$ cat src/rtl/decoder_pipe_if.sv
// decoder_pipe_if: handshake bundle between a decode producer and decoder_pipe
// Ports (slave view = decoder_pipe):
//   w, en, mode, in_valid  -> select word and its valid; in_ready <- accept
//   sweep_start            -> one-cycle sweep request; sweep_busy <- sweep running
//   out, out_valid         <- decoded word; out_ready -> consumer takes it
interface decoder_pipe_if #(parameter int W = 4);
    localparam int N = 1 << W;
    logic [W-1:0] w;
    logic en, mode, in_valid, in_ready, sweep_start, sweep_busy, out_valid, out_ready;
    logic [N-1:0] out;
    modport master (output w, en, mode, in_valid, sweep_start, out_ready,
                    input in_ready, sweep_busy, out, out_valid);
    modport slave (input w, en, mode, in_valid, sweep_start, out_ready,
                   output in_ready, sweep_busy, out, out_valid);
endinterface

$ cat src/rtl/decoder_pipe.sv
// decoder_pipe: registered W-to-2^W one-hot/thermometer decoder with a sweep mode
// Ports:
//   clk    rising-edge clock
//   rst_n  asynchronous active-low reset
//   bus    decoder_pipe_if.slave: w/en/mode/in_valid/in_ready input handshake,
//          sweep_start/sweep_busy sweep control, out/out_valid/out_ready output handshake
module decoder_pipe #(parameter int W = 4) (
    input logic clk,
    input logic rst_n,
    decoder_pipe_if.slave bus
);
    localparam int N = 1 << W;
    typedef enum logic {IDLE, SWEEP} state_t;
    state_t state, state_nx;
    logic [W-1:0] cnt, cnt_nx;
    logic [N-1:0] out_q, out_nx;
    logic valid_q, valid_nx, slot_free, accept, last;
    assign slot_free = !valid_q || bus.out_ready;
    assign bus.in_ready = state == IDLE && !bus.sweep_start && slot_free;
    assign accept = bus.in_valid && bus.in_ready;
    assign bus.sweep_busy = state == SWEEP;
    assign bus.out = out_q;
    assign bus.out_valid = valid_q;
    assign last = cnt == W'(N - 1);
    // A consume clears valid; any load below overrides it in the same cycle.
    // Thermometer: shifting all-ones right by (N-1-w), which is ~w in W bits.
    always_comb begin
        state_nx = state;
        cnt_nx = cnt;
        out_nx = out_q;
        valid_nx = valid_q && !bus.out_ready;
        if (state == IDLE) begin
            if (bus.sweep_start) begin
                state_nx = SWEEP;
                cnt_nx = '0;
            end else if (accept) begin
                out_nx = !bus.en ? '0 : bus.mode ? {N{1'b1}} >> ~bus.w : N'(1) << bus.w;
                valid_nx = 1'b1;
            end
        end else if (slot_free) begin
            out_nx = N'(1) << cnt;
            valid_nx = 1'b1;
            state_nx = last ? IDLE : SWEEP;
            cnt_nx = last ? '0 : cnt + 1'b1;
        end
    end
    always_ff @(posedge clk or negedge rst_n) begin
        if (!rst_n) begin
            state <= IDLE;
            cnt <= '0;
            out_q <= '0;
            valid_q <= 1'b0;
        end else begin
            state <= state_nx;
            cnt <= cnt_nx;
            out_q <= out_nx;
            valid_q <= valid_nx;
        end
    end
endmodule

$ cat src/flat_wrapper.sv
// flat-port wrapper written by rule: the top's interface ports become plain ports
module decoder_pipe_flat 
#(parameter int W = 4)
  (clk, rst_n, bus_w, bus_en, bus_mode, bus_in_valid, bus_sweep_start, bus_out_ready, bus_in_ready, bus_sweep_busy, bus_out, bus_out_valid);
  decoder_pipe_if #(.W(W)) bus_i ();
  input logic clk;
  input logic rst_n;
  input wire logic [$bits(bus_i.w)-1:0] bus_w;
  input wire logic [$bits(bus_i.en)-1:0] bus_en;
  input wire logic [$bits(bus_i.mode)-1:0] bus_mode;
  input wire logic [$bits(bus_i.in_valid)-1:0] bus_in_valid;
  input wire logic [$bits(bus_i.sweep_start)-1:0] bus_sweep_start;
  input wire logic [$bits(bus_i.out_ready)-1:0] bus_out_ready;
  output wire logic [$bits(bus_i.in_ready)-1:0] bus_in_ready;
  output wire logic [$bits(bus_i.sweep_busy)-1:0] bus_sweep_busy;
  output wire logic [$bits(bus_i.out)-1:0] bus_out;
  output wire logic [$bits(bus_i.out_valid)-1:0] bus_out_valid;
  assign bus_i.w = bus_w;
  assign bus_i.en = bus_en;
  assign bus_i.mode = bus_mode;
  assign bus_i.in_valid = bus_in_valid;
  assign bus_i.sweep_start = bus_sweep_start;
  assign bus_i.out_ready = bus_out_ready;
  assign bus_in_ready = bus_i.in_ready;
  assign bus_sweep_busy = bus_i.sweep_busy;
  assign bus_out = bus_i.out;
  assign bus_out_valid = bus_i.out_valid;
  decoder_pipe #(.W(W)) u_core (.clk(clk), .rst_n(rst_n), .bus(bus_i));
endmodule
$ cat config.mk
export PLATFORM = sky130hd
export DESIGN_NAME = decoder_pipe_flat
export DESIGN_NICKNAME = d
export VERILOG_FILES = /design/src/rtl/decoder_pipe_if.sv /design/src/rtl/decoder_pipe.sv /design/src/flat_wrapper.sv
export SDC_FILE = /design/constraint.sdc
export NUM_CORES = 1
export LEC_CHECK = 0
export ABC_CLOCK_PERIOD_IN_PS = 1200
export CAP_MARGIN = 10
export CORE_UTILIZATION = 39
export DETAILED_ROUTE_END_ITERATION = 16
export GPL_TIMING_DRIVEN = 0
export PLACE_DENSITY = 0.71
export SYNTH_ARGS = -nofsm -noshare
export SYNTH_HDL_FRONTEND = slang
export SYNTH_SLANG_ARGS = --single-unit
$ cat constraint.sdc
create_clock -name clk -period 1.2 [get_ports clk]
set_input_delay 0.12 -clock clk [delete_from_list [all_inputs] [get_ports clk]]
set_output_delay 0.12 -clock clk [all_outputs]
set_load 0.01 [all_outputs]
==> impl_metrics.py <==
metrics = {
    "clock_network": {
        "clockRootBuffer": "clkbuf_4",
        "clkTransAtPathRegs_ps": 140,
        "htree_levels": 1,
        "cts_max_path_buffers": 2,
        "cts.sinks": 22,
        "cts_buffers": 3,
        "clk_latency_ps": 330,
        "cts_tree": "done",
    },
    "sta": {
        "fmax_mhz": 726,
        "worst_slew_pin_slew_ps": 1020,
        "finalWorstSetupSlack_ps": -177,
        "post-route-period-util_pct": 115,
        "finClkSkew_ps": 11.6,
        "fin_hold_ws_ps": 331,
        "slew_headroom_pct": 31.8,
        "rsz0062_at_grt": "true",
        "slew_violations": 0,
        "setup_viol": 21,
        "hold_viol_final": 0,
        "min_period_ps": 1380,
    },
    "pwr": {
        "finalPower_mw": 3.16,
        "p_per_area_nw_per_um2": 1460,
        "p_leak_nw": 0.962,
        "vdd_drop_max_mv": 0.917,
    },
    "placed_design": {
        "place_congestion": 0.914,
        "dp_hpwl_um": 2580,
        "place_ws_ps": -535,
        "placed_area_um2": 1680,
        "io_buffers": 28,
    },
    "worst_setup_path": {
        "cp_data_arrival_time_ps": 1640,
        "worstPathMaxFanout": 6,
        "crit_family": "simple AND/OR/NAND/NOR gates",
        "crit_buf_inv": 1,
        "critPathMaxStageDelay_ps": 450,
        "cp-end-kind": "flop",
        "crit_type": "reg -> reg",
        "crit_path_cell_trace": "buf_6, nand3b_1, nor4_2, a21oi_1, o21ai_1",
        "rr_startpoint": "u_core.bus.sweep_busy$_DFF_PN0_",
        "r2r_slack_ps": -180,
        "crit_slowest_cell": "dfrtp_2",
        "path_depth": 5,
        "worstPathRequired_ps": 1460,
        "rr_worst_depth": 5,
        "crit_path_start_kind": "flop",
        "crit_start": "u_core.bus.sweep_busy$_DFF_PN0_",
    },
    "logic_synthesis": {
        "syn_nets": 170,
        "syn_avg_cell_area_um2": 8.74,
        "syn_area_um2": 1340,
        "ys_warn_count": 0,
        "yosysUniqueCellTypes": 36,
        "synth.area.top_cells": "dfrtp_1, o21ai_0, ha_1, nand2_1, a21oi_1",
        "synth_top_area_share_pct": 41.2,
        "synth_cells": 153,
        "yosys.area.top_type": "dfrtp_1",
        "ys.flop_type": "dfrtp_1",
        "synth-async-reset-ratio_pct": 100,
        "synth_most_common_cell": "dfrtp_1",
        "yosysSeqAreaShare_pct": 41.2,
        "synth_edf_count": 0,
        "synthTopCellsByCount": "dfrtp_1, nand2_1, o21ai_0, a21oi_1",
        "ys_ff_latch": 22,
    },
    "floorplan": {
        "io_pins": 30,
        "die_area_um2": 3670,
        "initial_core_util_pct": 42.4,
        "num_rows": 20,
        "coreArea_um2": 3150,
        "die_x_um": 60.6,
        "die_h_um": 60.6,
    },
    "routing": {
        "totalWireLength_um": 4200,
        "via_per_inst": 5.73,
        "firstDrtPassIters": 4,
        "ant_nets": 0,
        "drt_iter0_markers": 54,
        "wl_per_cell_um": 16.9,
        "route.detailed.drc": 0,
        "vias": 1422,
    },
    "layout": {
        "final_area_um2": 2170,
        "drive_above_1_share_pct": 39.7,
        "finalNetCount": 222,
        "diodes": 0,
        "syn_to_final_growth_pct": 62.0,
    },
    "global_routing": {
        "grt_pass1_wl_um": 6190,
        "met2_usage_pct": 43.3,
        "grtUsageMet3_pct": 3.20,
        "overflow": 0,
        "antenna_found_initial": 0,
        "grt_use_met1_pct": 26.5,
        "grt_usage_pct": 23.1,
        "grt_max_degree": 23,
        "grt_pass1_vias": 1363,
        "top_usage_layer": "met2",
    },
    "job": {
        "cap_violations": 0,
    },
    "status": {
        "status": "complete, but fails checks",
        "violations": "setup timing",
    },
    "worst_hold_path": {
        "min_path_type": "in -> async",
    },
}
[cells by family after synthesis]
logic type	count (synthesis)	synth area share, %
AO/OA/AOI/OAI	54	25.4
AND/OR/NAND/NOR	53	19.8
flip-flops	22	41.2
buffers and inverters	15	5.71
adder cells (fa/ha/maj)	6	5.61
multiplexers	2	1.68
XOR/XNOR	1	0.655
[final timing paths]
check / endpoint
max: u_core.bus.out[10]$_DFFE_PN0P_
min: u_core.bus.out[3]$_DFFE_PN0P_
max reg2reg: u_core.bus.out[10]$_DFFE_PN0P_
min reg2reg: u_core.bus.out[3]$_DFFE_PN0P_
max in group asynchronous: u_core.bus.sweep_busy$_DFF_PN0_
min in group clk: u_core.bus.out[12]$_DFFE_PN0P_
[registers in the layout, indices dropped and copies added (netlist names)]
| signal | cells |
|---|---|
| u_core.bus.out | 16 |
| u_core.bus.out_valid | 1 |
| u_core.bus.sweep_busy | 1 |
| u_core.cnt | 4 |
[through the flow]
step / std cells / util [%] / setup TNS [ps]
after floorplan: 153 / - / 0
after CTS: 240 / 62.9 / -901
final: 248 / 68.7 / -1610
after global routing: 248 / 68.7 / -2860
after global placement: 225 / 53.3 / -9840
after detailed placement: 225 / 53.3 / -11530
[cells in the final DEF, fill, tap and decap left out, drive strengths merged, types with 3 or more instances in the layout]
cell type      instances
nand2                 20
dlygate4sd2           16
a21oi                 11
nor3                   8
inv                    5
nor2                   4
o21ai                 21
ha                     6
clkbuf                 4
and3                   4
a31oi                  5
a22oi                  5
dfrtp                 22
clkdlybuf4s50          9
a32oi                  3
buf                   30
nor2b                  9
[layout make-up]
| type | instances | area [µm²] |
|---|---|---|
| Buffer | 10 | 101 |
| Fill cell | 261 | 986 |
| Timing Repair Buffer | 47 | 439 |
| Sequential cell | 22 | 556 |
| Inverter | 5 | 18.8 |
| Clock buffer | 3 | 22.5 |
| Tap cell | 44 | 55.1 |
| Multi-Input combinational cell | 116 | 945 |
| Clock inverter | 1 | 30.0 |
[worst reg2reg max path: cells and delay by family (launching register included)]
| kind | cells | cell delay [ps] |
|---|---|---|
| and+or+nand+nor | 2 | 520 |
| buffers and inverters | 1 | 130 |
| AOI/OAI and AO/OA | 2 | 210 |
| DFF | 1 | 450 |
[power by group]
group / internal [mW] / switching [mW] / total, mW
Combinational: 0.732 / 0.739 / 1.47
Clock: 0.338 / 0.257 / 0.595
Sequential: 0.917 / 0.180 / 1.10
[layer usage]
layer  vias up  wire length [µm]
met5         -                 0
met4         0                78
met3        13               200
met2        48              2230
met1       708              1690
li1        653                 -
[timing repair]
action                                  CTS  global route
resized for setup                        80            33
hold buffers                              0             0
buffers inserted                         10             6
gates cloned                              1             2
endpoints found under the setup margin   39            21
pin swaps                                20            12
No activity file was read; power rests on OpenSTA's default activity.
